===== src/rtl/iob_fifo_pkg.sv =====
// Shared constants and helpers for the FWFT read-side stage of the async FIFO.
// The output buffer is fixed at three entries, so pointers count modulo 3.
package iob_fifo_pkg;

   localparam int BUF_DEPTH = 3;
   localparam int LEVEL_W   = 2;
   localparam int PTR_W     = 2;

   function automatic logic [PTR_W-1:0] ptr_inc(input logic [PTR_W-1:0] p);
      return (p == PTR_W'(BUF_DEPTH - 1)) ? '0 : p + 1'b1;
   endfunction

endpackage


===== src/rtl/iob_fifo_fwft_buf.sv =====
// Three-entry register buffer with push/pop, wrapping pointers and occupancy count.
// Push and pop in the same cycle leave the count unchanged and advance both pointers.
module iob_fifo_fwft_buf
   import iob_fifo_pkg::*;
#(
   parameter int DATA_W = 8
) (
   input  logic              clk,
   input  logic              rst,
   input  logic              push_i,
   input  logic [DATA_W-1:0] push_data_i,
   input  logic              pop_i,
   output logic [LEVEL_W-1:0] count_o,
   output logic [DATA_W-1:0] head_o
);

   if (BUF_DEPTH != 3) begin : g_depth_check
      $error("iob_fifo_fwft_buf supports exactly three entries");
   end

   logic [DATA_W-1:0]  mem_q [BUF_DEPTH];
   logic [PTR_W-1:0]   wr_ptr_q, wr_ptr_d;
   logic [PTR_W-1:0]   rd_ptr_q, rd_ptr_d;
   logic [LEVEL_W-1:0] count_q, count_d;

   always_comb begin
      wr_ptr_d = wr_ptr_q;
      rd_ptr_d = rd_ptr_q;
      count_d  = count_q;
      if (push_i) wr_ptr_d = ptr_inc(wr_ptr_q);
      if (pop_i)  rd_ptr_d = ptr_inc(rd_ptr_q);
      case ({push_i, pop_i})
         2'b10:   count_d = count_q + 1'b1;
         2'b01:   count_d = count_q - 1'b1;
         default: count_d = count_q;
      endcase
   end

   always_ff @(posedge clk or posedge rst) begin
      if (rst) begin
         for (int i = 0; i < BUF_DEPTH; i++) mem_q[i] <= '0;
         wr_ptr_q <= '0;
         rd_ptr_q <= '0;
         count_q  <= '0;
      end else begin
         if (push_i) mem_q[wr_ptr_q] <= push_data_i;
         wr_ptr_q <= wr_ptr_d;
         rd_ptr_q <= rd_ptr_d;
         count_q  <= count_d;
      end
   end

   assign count_o = count_q;
   assign head_o  = mem_q[rd_ptr_q];

   // The issue rule reserves a slot for every in-flight read, so this can only fire on a design bug.
   no_overflow: assert property (@(posedge clk) disable iff (rst)
      !(push_i && count_q == LEVEL_W'(BUF_DEPTH)))
      else $fatal(1, "push into full FWFT buffer");

endmodule


===== src/rtl/iob_fifo_fwft_rd.sv =====
// Converts the FIFO's standard-mode read port (data one cycle after read_en) into a
// first-word-fall-through valid/ready stream at one word per cycle.
module iob_fifo_fwft_rd
   import iob_fifo_pkg::*;
#(
   parameter int DATA_W = 8
) (
   input  logic              clk,
   input  logic              rst,
   input  logic              fifo_empty,
   output logic              fifo_read_en,
   input  logic [DATA_W-1:0] fifo_data_in,
   output logic              m_valid,
   input  logic              m_ready,
   output logic [DATA_W-1:0] m_data,
   output logic [1:0]        level
);

   // Stream handshake: a word transfers on a cycle where m_valid and m_ready are both high;
   // while m_valid is high and m_ready low, m_valid and m_data hold unchanged.

   logic               inflight_q, inflight_d;
   logic [LEVEL_W-1:0] count;
   logic [LEVEL_W:0]   occupancy;
   logic               pop;

   // Issue depends only on registered state and fifo_empty, never on m_ready.
   always_comb begin
      occupancy    = {1'b0, count} + {{LEVEL_W{1'b0}}, inflight_q};
      fifo_read_en = ~fifo_empty & (occupancy < (LEVEL_W+1)'(BUF_DEPTH));
      inflight_d   = fifo_read_en;
   end

   always_ff @(posedge clk or posedge rst) begin
      if (rst) inflight_q <= 1'b0;
      else     inflight_q <= inflight_d;
   end

   assign pop     = m_valid & m_ready;
   assign m_valid = (count != '0);
   assign level   = count;

   iob_fifo_fwft_buf #(
      .DATA_W (DATA_W)
   ) u_buf (
      .clk         (clk),
      .rst         (rst),
      .push_i      (inflight_q),
      .push_data_i (fifo_data_in),
      .pop_i       (pop),
      .count_o     (count),
      .head_o      (m_data)
   );

endmodule


===== config.mk =====
export PLATFORM = sky130hd
export DESIGN_NAME = iob_fifo_fwft_rd
export DESIGN_NICKNAME = d
export VERILOG_FILES = /design/src/rtl/iob_fifo_pkg.sv /design/src/rtl/iob_fifo_fwft_buf.sv /design/src/rtl/iob_fifo_fwft_rd.sv
export SDC_FILE = /design/constraint.sdc
export NUM_CORES = 1
export LEC_CHECK = 0
export CAP_MARGIN = 25
export CORE_MARGIN = 2
export CORE_UTILIZATION = 54
export CTS_BUF_LIST = sky130_fd_sc_hd__clkbuf_8
export DETAILED_ROUTE_END_ITERATION = 7
export PLACE_DENSITY = 0.84
export SYNTH_ARGS = -nofsm -noshare
export SYNTH_HDL_FRONTEND = slang
export SYNTH_SLANG_ARGS = --single-unit

===== constraint.sdc =====
create_clock -name clk -period 2.1 [get_ports clk]
set_clock_uncertainty 0.05 [all_clocks]
set_input_delay 0.21 -clock clk [delete_from_list [all_inputs] [get_ports clk]]
set_output_delay 0.21 -clock clk [all_outputs]
set_load 0.05 [all_outputs]

=== After elaboration in Yosys (flattened, before gate mapping) ===
Index checks and enable logic that the tools add are counted.

* Bits in registers: 31
* Input bits: 12

* $add $sub $neg: 5
* Order comparisons: 4
* Equal/unequal tests: 4
* Mux-type cells: 9
* Bitwise gates (word level): 5
* Reduce and logical (&&, ||, !) cells: 3

{| class="wikitable"
|+ Operators with widths
! operator !! number
|-
| bitwise mux 24 bit || 1
|-
| two-way mux 8 bit || 3
|-
| binary-select mux 8 bit (select 2 bit) || 1
|-
| demux 8 bit (select 2 bit) || 1
|-
| adder 2 x 1 -> 2 bit (second input constant) || 3
|-
| == test 2 bit (second input constant) || 3
|-
| >= comparator 3 bit (second input constant) || 2
|-
| NOT 2 -> 3 bit || 2
|-
| two-way mux 2 bit || 2
|-
| one-hot mux 2 bit (2 select lines) || 1
|-
| nonzero test 2 bit || 2
|-
| adder 2 x 1 -> 3 bit || 1
|-
| < comparator 3 x 1 -> 1 bit (second input constant) || 1
|-
| < comparator 3 x 2 -> 1 bit (second input constant) || 1
|-
| AND 1 bit || 2
|-
| == test 2 x 1 -> 1 bit (second input constant) || 1
|-
| subtractor 2 x 1 -> 2 bit (second input constant) || 1
|-
| logical AND 1 bit || 1
|-
| NOT 1 bit || 1
|}

=== Depth between registers and ports, before layout ===
Gate-level depths: netlist of run 1.

* Depth after elaboration: 6
* Gate-level depth with buffers: 6

=== Modules after synthesis ===
Synthesis of run 1 repeated with hierarchy kept, for this count alone.

* Cell total of the unflattened synthesis: 107
* Area total of the unflattened synthesis: 1436.4 um2

{| class="wikitable"
|+ Modules (own cells, without submodules)
! module !! times used !! cells an instance !! area each (um2) !! sequential area each (um2)
|-
| iob_fifo_fwft_buf || 1 || 100 || 1356.3 || 750.7
|-
| iob_fifo_fwft_rd || 1 || 7 || 80.1 || 25.0
|}

=== Worst setup path before layout of run 1 ===
Ideal clock, no wire load.

* Path type: flip-flop to flip-flop
* Start: register u_buf.count_q[0] (netlist: u_buf.count_o[0])
* End: register inflight_q
* Library setup time: 255 ps
* Arrival: 2416 ps
* Required time: 1795 ps
* Setup slack: -621 ps
* Cell stages (with the launch flop): 4
* Buffers on the path: 0
* Cell sequence: dfrtp_1 > ha_1 > ha_1 > a211oi_1

* Longest elaborated chain between the ends: 3

{| class="wikitable"
|+ RTL lines
! element !! line !! source
|-
| from (decl) || iob_fifo_fwft_buf.sv:24 || <nowiki>logic [LEVEL_W-1:0] count_q, count_d;</nowiki>
|-
| from (signal assigned) || iob_fifo_fwft_buf.sv:49 || <nowiki>count_q <= count_d;</nowiki>
|-
| adder 2 x 1 -> 3 bit || iob_fifo_fwft_rd.sv:29 || <nowiki>occupancy = {1'b0, count} + {{LEVEL_W{1'b0}}, inflight_q};</nowiki>
|-
| < comparator 3 x 2 -> 1 bit || iob_fifo_fwft_rd.sv:30 || <nowiki>fifo_read_en = ~fifo_empty & (occupancy < (LEVEL_W+1)'(BUF_DEPTH));</nowiki>
|-
| AND 1 bit || iob_fifo_fwft_rd.sv:30 ||
|-
| net fifo_read_en || iob_fifo_fwft_rd.sv:11 || <nowiki>output logic fifo_read_en,</nowiki>
|-
| to (signal assigned) || iob_fifo_fwft_rd.sv:36 || <nowiki>else inflight_q <= inflight_d;</nowiki>
|-
| to (decl) || iob_fifo_fwft_rd.sv:22 || <nowiki>logic inflight_q, inflight_d;</nowiki>
|}

The timed path passes the listed nets, and every way through them passes these cells.
A chain may end at the register's enable or synchronous reset.

=== Worst setup path after layout of run 1 ===
* Start: register u_buf.count_q[0] (netlist: u_buf.count_o[0])
* End: output m_valid

* Longest elaborated chain between the ends: 1

{| class="wikitable"
|+ RTL lines
! element !! line !! source
|-
| nonzero test 2 bit || iob_fifo_fwft_rd.sv:40 || <nowiki>assign m_valid = (count != '0);</nowiki>
|-
| to (decl) || iob_fifo_fwft_rd.sv:13 || <nowiki>output logic m_valid,</nowiki>
|}

Every way passes these cells.

==> results of run 1 <==
-- cell usage in the layout (no fill, tap or decap), drive strengths merged --
| master | synthesis | final |
|---|---|---|
| a211oi | 1 | 1 |
| or3 | 1 | 1 |
| bufinv | 0 | 2 |
| nor2b | 1 | 1 |
| buf | 3 | 11 |
| clkbuf | 1 | 5 |
| nor3 | 2 | 2 |
| nand2 | 10 | 10 |
| o21ai | 8 | 8 |
| or2 | 1 | 1 |
| dfrtp | 31 | 31 |
| a21o | 2 | 2 |
| clkdlybuf4s50 | 0 | 14 |
| xnor2 | 2 | 2 |
| inv | 4 | 5 |
| mux2 | 24 | 24 |
| nor2 | 1 | 1 |
| mux2i | 8 | 8 |
| ha | 3 | 3 |
| xor2 | 1 | 1 |
| nand3 | 1 | 1 |
| o22ai | 3 | 3 |
-- stage by stage --
step / instances / hold WS (ns) / cell area [sq um] / utilization (%) / setup WS (ns)
2_1_floorplan: 108 / 0.264 / 1440 / - / 0.0779
3_3_place_gp: 159 / 0.437 / 1790 / 71.5 / 0.433
3_5_place_dp: 159 / 0.447 / 1790 / 71.5 / 0.383
4_1_cts: 167 / 0.278 / 1920 / 76.8 / 0.0676
5_1_grt: 167 / 0.317 / 1920 / 77.0 / 0.0379
6_report: 167 / 0.260 / 1920 / 77.0 / 0.111
-- logic make-up after synthesis --
group | Yosys count
and+or+nand+nor | 17
DFF | 31
buffers and inverters | 8
muxes | 32
adders and majority gates | 3
xor gates and xnor gates | 3
AOI/OAI and AO/OA | 14
-- cell type report --
| type | instances | share of cell area [%] |
|---|---|---|
| Sequential cell | 31 | 40.4 |
| Multi-Input combinational cell | 69 | 32.6 |
| Timing Repair Buffer | 25 | 17.4 |
| Tap cell | 30 | 1.95 |
| Clock buffer | 5 | 3.58 |
| Clock inverter | 3 | 3.32 |
| Inverter | 4 | 0.780 |
-- routing by layer --
metal | track usage (%) | routed length [um]
met5 | 0 | 0
met2 | 32.7 | 1380
met4 | 8.36 | 34
met3 | 4.92 | 112
met1 | 26.1 | 1210
-- sequential cells by signal, indices dropped and copies added, names as in the netlist --
name and cells:
inflight_q 1, u_buf.count_o 2, u_buf.rd_ptr_q 2, u_buf.mem_q 24, u_buf.wr_ptr_q 2
-- worst paths after layout --
check / start / endpoint / slack (ns) / depth (start not counted)
worst min register to register: u_buf.mem_q[8] / u_buf.mem_q[8] / 0.46 / 1
max in group asynchronous: rst / u_buf.rd_ptr_q[0] / 1.44 / 3
worst max register to register: u_buf.count_o[0] / u_buf.count_o[1] / 0.41 / 5
worst min-delay path: rst / u_buf.mem_q[13] / 0.26 / 3
min in group clk: u_buf.mem_q[8] / u_buf.mem_q[8] / 0.46 / 1
worst max-delay path: u_buf.count_o[0] / m_valid / 0.11 / 2
-- critical path, delay by kind of cell (launching register included) --
kind,cells,cell delay (ns)
buf+inv,1,0.70
simple gates,1,0.30
flops,1,0.45
==> metrics.csv, run 1 <==
stage;metric;value;unit
run_status;status;complete, no violations;
finish;fillers;150;
worst_setup_path;Critical Path RT;1.84;ns
logic_synthesis;post-synthesis xor/xnor area fraction;1.84;%
worst_setup_path;CP cell instances;or2_2, clkdlybuf4s50_1;
sta;final setup vio count;0;
clock_network;hold-fix buffers at CTS;0;
worst_setup_path;CP Class;flop to output pin;
drt;Residual DRC;0;
logic_synthesis;largest area contributor in the netlist;dfrtp_1;
logic_synthesis;dominant synthesized flop cell;dfrtp_1;
drt;DRT Pass-1 Iters;3;
worst_setup_path;Worst Setup Start Kind;flop;
clock_network;CTS max path bufs;2;
job;Max Cap Violations;0;
floorplanning;Die H;55.4;um
logic_synthesis;syn nets;123;
logic_synthesis;Syn Inst Count;108;
clock_network;CTS tree;built;
drt;vias;915;
finish;layout cell share with drive strength beyond 1;35.8;%
clock_network;Root Buffer;clkbuf_8;
floorplanning;Initial Utilization;57.1;%
sta;Hold Fails Final Rpt;0;
global_route;grt ovf;0;
sta;RSZ-0062 raised after global routing;false;
logic_synthesis;EDFF count, synth;0;
worst_setup_path;Worst Setup End Kind;output pin;
logic_synthesis;post-synthesis sequential area ratio;54.3;%
logic_synthesis;Mapped Avg Cell Area;13.2;sq um
finish;Seq. cell area;777;sq um
drt;average vias per placed instance;5.48;
sta;Worst slew margin;63.1;%
clock_network;worst skew pair latency;0.28;ns
worst_setup_path;Worst Path Max Fanout;6;
logic_synthesis;synthesized area;1430;sq um
logic_synthesis;mux cell area share after synthesis;26.6;%
placement;RD Place Congestion;0.703;
clock_network;Clock Sinks;31;
global_route;antenna violations before repair;0;
sta;Worst Tran Pin Value;0.554;ns
sta;period utilisation layout;94.7;%
logic_synthesis;Commonest cells post-synth;31 x dfrtp_1, 16 x mux2_2, 10 x nand2_1;
clock_network;clock-pin slew on the worst setup and hold paths;0.07;ns
worst_setup_path;CP max stage cell;clkdlybuf4s50_1;
logic_synthesis;synthesis-stage register bit count;31;
logic_synthesis;asr flop ratio synth;100;%
logic_synthesis;Ys Warns;0;
floorplanning;die area;3070;sq um
logic_synthesis;simple-gate share of the synthesized area;6.05;%
finish;multi-input logic area;627;sq um
floorplanning;FP Rows;18;
clock_network;htree depth;2;
drt;DR iter-0 viols;4;
global_route;vias in the first global route;980;
logic_synthesis;share of the synthesized area in the top cell type;54.3;%
worst_hold_path;Worst Hold Class;input pin to async pin;
logic_synthesis;largest cells by area after synthesis;dfrtp_1 54%, mux2_2 13%, mux2_4 8.4%, mux2i_1 5.6%, o21ai_0 2.8%;
placement;Post-DP HPWL;1800;um
logic_synthesis;most numerous cell in the Yosys netlist;dfrtp_1;
clock_network;CTS Buf Count;5;
logic_synthesis;largest family of logic cells by synthesized area;multiplexers;
finish;ant diodes;0;
drt;DRT Wirelength;2740;um
floorplanning;Ports;24;
global_route;GRT Util Overall;20.2;%
sta;Slew Limit Fails;0;
placement;count of input and output buffers;23;
sta;Sum Neg Setup Slack;0;ns
finish;final net count;151;
clock_network;Post CTS Setup Buffer Count;0;
logic_synthesis;complex-gate fraction of the synthesized area;5.70;%
worst_setup_path;Worst path max stage delay;0.70;ns
clock_network;PostCTS Resize Cnt;0;
sta;Max Clk Rate;503;MHz
logic_synthesis;post-synth cell types;24;
sta;crit path time final;1.99;ns
floorplanning;die width;55.4;um
drt;post-DR wirelength/cell;16.4;um
global_route;global-route wire length before repair;4750;um
worst_setup_path;Worst Path Arrival;1.73;ns
drt;Final ANT Viol Nets;0;
floorplanning;area of the core;2500;sq um
global_route;largest net degree at the start of global routing;32;
finish;synthesis-to-layout area growth;34.8;%
logic_synthesis;Adder-Cell Fraction of Synth Area;2.63;%
Power of run 1 is left out: the tool's default activity adds up to more than one toggle a clock period on the data nets, which glitch-free logic cannot reach.
==> inputs of run 2 (changes only) <==
Settings changed: SLEW_MARGIN from default to 20.
==> results of run 2 <==
Same layout as run 1: the final DEF is identical, and so are final timing and power.
Power of run 2 is left out for the same reason.
==> inputs of run 3 (changes only) <==
Settings changed: CORE_ASPECT_RATIO from default to 1.1, CORE_UTILIZATION 54 to 51, CTS_BUF_LIST sky130_fd_sc_hd__clkbuf_8 to sky130_fd_sc_hd__clkbuf_8 sky130_fd_sc_hd__clkbuf_16, PLACE_DENSITY 0.84 to 0.8.
==> run 3 against run 2 <==
Net effect:
- critical path type unchanged
- wire length decreased by 7.2%
- final cell count increased by 2.4%
- global-route usage decreased by 0.45 points
- core utilization decreased by 7.2 points
- non-clock buffer count increased by 1
- flip-flop and latch count unchanged
- die area increased by 5.5%
==> metrics.csv, run 3 (synthesized netlist as in run 1, its figures left out) <==
stage;metric;value;unit
finish;max reg flops;24;
worst_setup_path;Worst Path Arrival;1.74;ns
worst_setup_path;Worst Setup Start Kind;flop;
drt;vias;907;
clock_network;clock-pin slew on the worst setup and hold paths;0.07;ns
global_route;GRT Util Overall;19.8;%
worst_setup_path;CP max stage cell;dfrtp_2;
sta;Worst slew margin;63.8;%
drt;DR WL met2;1250;um
drt;DRT Wirelength;2550;um
sta;Worst Tran Pin Value;0.543;ns
worst_setup_path;Worst Setup End Kind;output pin;
drt;met3 WL;142;um
clock_network;CTS tree;built;
global_route;vias in the first global route;943;
sta;Max Clk Rate;499;MHz
global_route;global-route wire length before repair;4330;um
finish;Biggest register;u_buf.mem_q;
floorplanning;FP Rows;20;
run_status;status;complete, no violations;
floorplanning;die width;54.4;um
finish;most frequent cells in the layout;30 x dfrtp_1, 16 x mux2_2, 14 x clkdlybuf4s50_1;
floorplanning;Initial Utilization;52.3;%
worst_setup_path;flop2flop setup slack;0.40;ns
worst_setup_path;Worst Path Max Fanout;6;
clock_network;htree depth;2;
worst_setup_path;CP dominant cell by count;ha_1;
job;Max Cap Violations;0;
finish;synthesis-to-layout area growth;33.4;%
floorplanning;Die H;59.5;um
sta;RSZ-0062 raised after global routing;false;
finish;final core utilization;69.8;%
finish;final net count;152;
sta;Slew Limit Fails;0;
clock_network;CTS max path bufs;2;
drt;DR iter-0 viols;9;
floorplanning;area of the core;2730;sq um
sta;Sum Neg Setup Slack;0;ns
drt;Residual DRC;0;
placement;RD Place Congestion;0.728;
floorplanning;Ports;24;
sta;crit path time final;2.00;ns
finish;commonest non-fill, non-tap cell in the layout;dfrtp_1;
floorplanning;die area;3240;sq um
clock_network;Post CTS Setup Buffer Count;0;
placement;count of input and output buffers;23;
drt;Final ANT Viol Nets;0;
worst_setup_path;Critical Path RT;1.84;ns
global_route;antenna violations before repair;0;
finish;layout cell share with drive strength beyond 1;36.2;%
clock_network;Clock Sinks;31;
drt;WL met1;1110;um
sta;WHS;0.260;ns
global_route;largest net degree at the start of global routing;32;
sta;final setup vio count;0;
drt;average vias per placed instance;5.30;
worst_setup_path;CP Class;flop to output pin;
clock_network;PostCTS Resize Cnt;0;
drt;post-DR wirelength/cell;14.9;um
worst_setup_path;crit-path leading delay family;adder cells;
clock_network;Root Buffer;clkbuf_8;
worst_setup_path;Worst path max stage delay;0.45;ns
global_route;grt ovf;0;
placement;Post-DP HPWL;1770;um
worst_setup_path;CP cell instances;ha_1, ha_1, a211oi_4, buf_12;
drt;uppermost routed layer;met4;
sta;period utilisation layout;95.4;%
finish;ant diodes;0;
worst_setup_path;Worst Path Buf+Inv;1;
drt;DRT Pass-1 Iters;4;
worst_hold_path;Worst Hold Class;input pin to async pin;
sta;Hold Fails Final Rpt;0;
clock_network;CTS Buf Count;5;
clock_network;hold-fix buffers at CTS;0;
clock_network;worst skew pair latency;0.29;ns
run 3: worst min-delay path, cell delays in order:
cell and delay, ns:
clkdlybuf4s50_1 0.40, inv_1 0.06, buf_4 0.34
run 3: cell type report:
cell class | instances | area [sq um]
sequential | 31 | 777
fill | 201 | 823
clock inverter | 1 | 7.51
tap | 33 | 41.3
multi-input combinational | 69 | 624
clock buffer | 7 | 96.3
timing repair buffer | 26 | 343
inverter | 4 | 15.0
run 3: metrics by stage:
stage / area (sq um) / worst slack (ns) / std cells
final: 1900 / 0.0959 / 171
after global routing: 1900 / 0.0148 / 171
after CTS: 1900 / 0.0551 / 171
after detailed placement: 1800 / 0.386 / 163
after global placement: 1800 / 0.432 / 163
after floorplan: 1440 / 0.0779 / 108
run 3: worst paths after layout:
check,start,to,cells past startpoint
min in group clk,u_buf.mem_q[11],u_buf.mem_q[11],1
hold / removal,rst,inflight_q,3
hold reg to reg,u_buf.mem_q[11],u_buf.mem_q[11],1
setup / recovery,u_buf.count_o[0],fifo_read_en,4
setup reg to reg,u_buf.count_o[0],u_buf.count_o[1],5
max in group asynchronous,rst,u_buf.count_o[0],3
run 3: metal layers:
metal,vias to the layer above,GRT usage [%]
li1,435,-
met1,447,24.5
met2,20,29.1
met3,5,8.33
met4,0,10.4
met5,-,0
Power of run 3 is left out for the same reason.
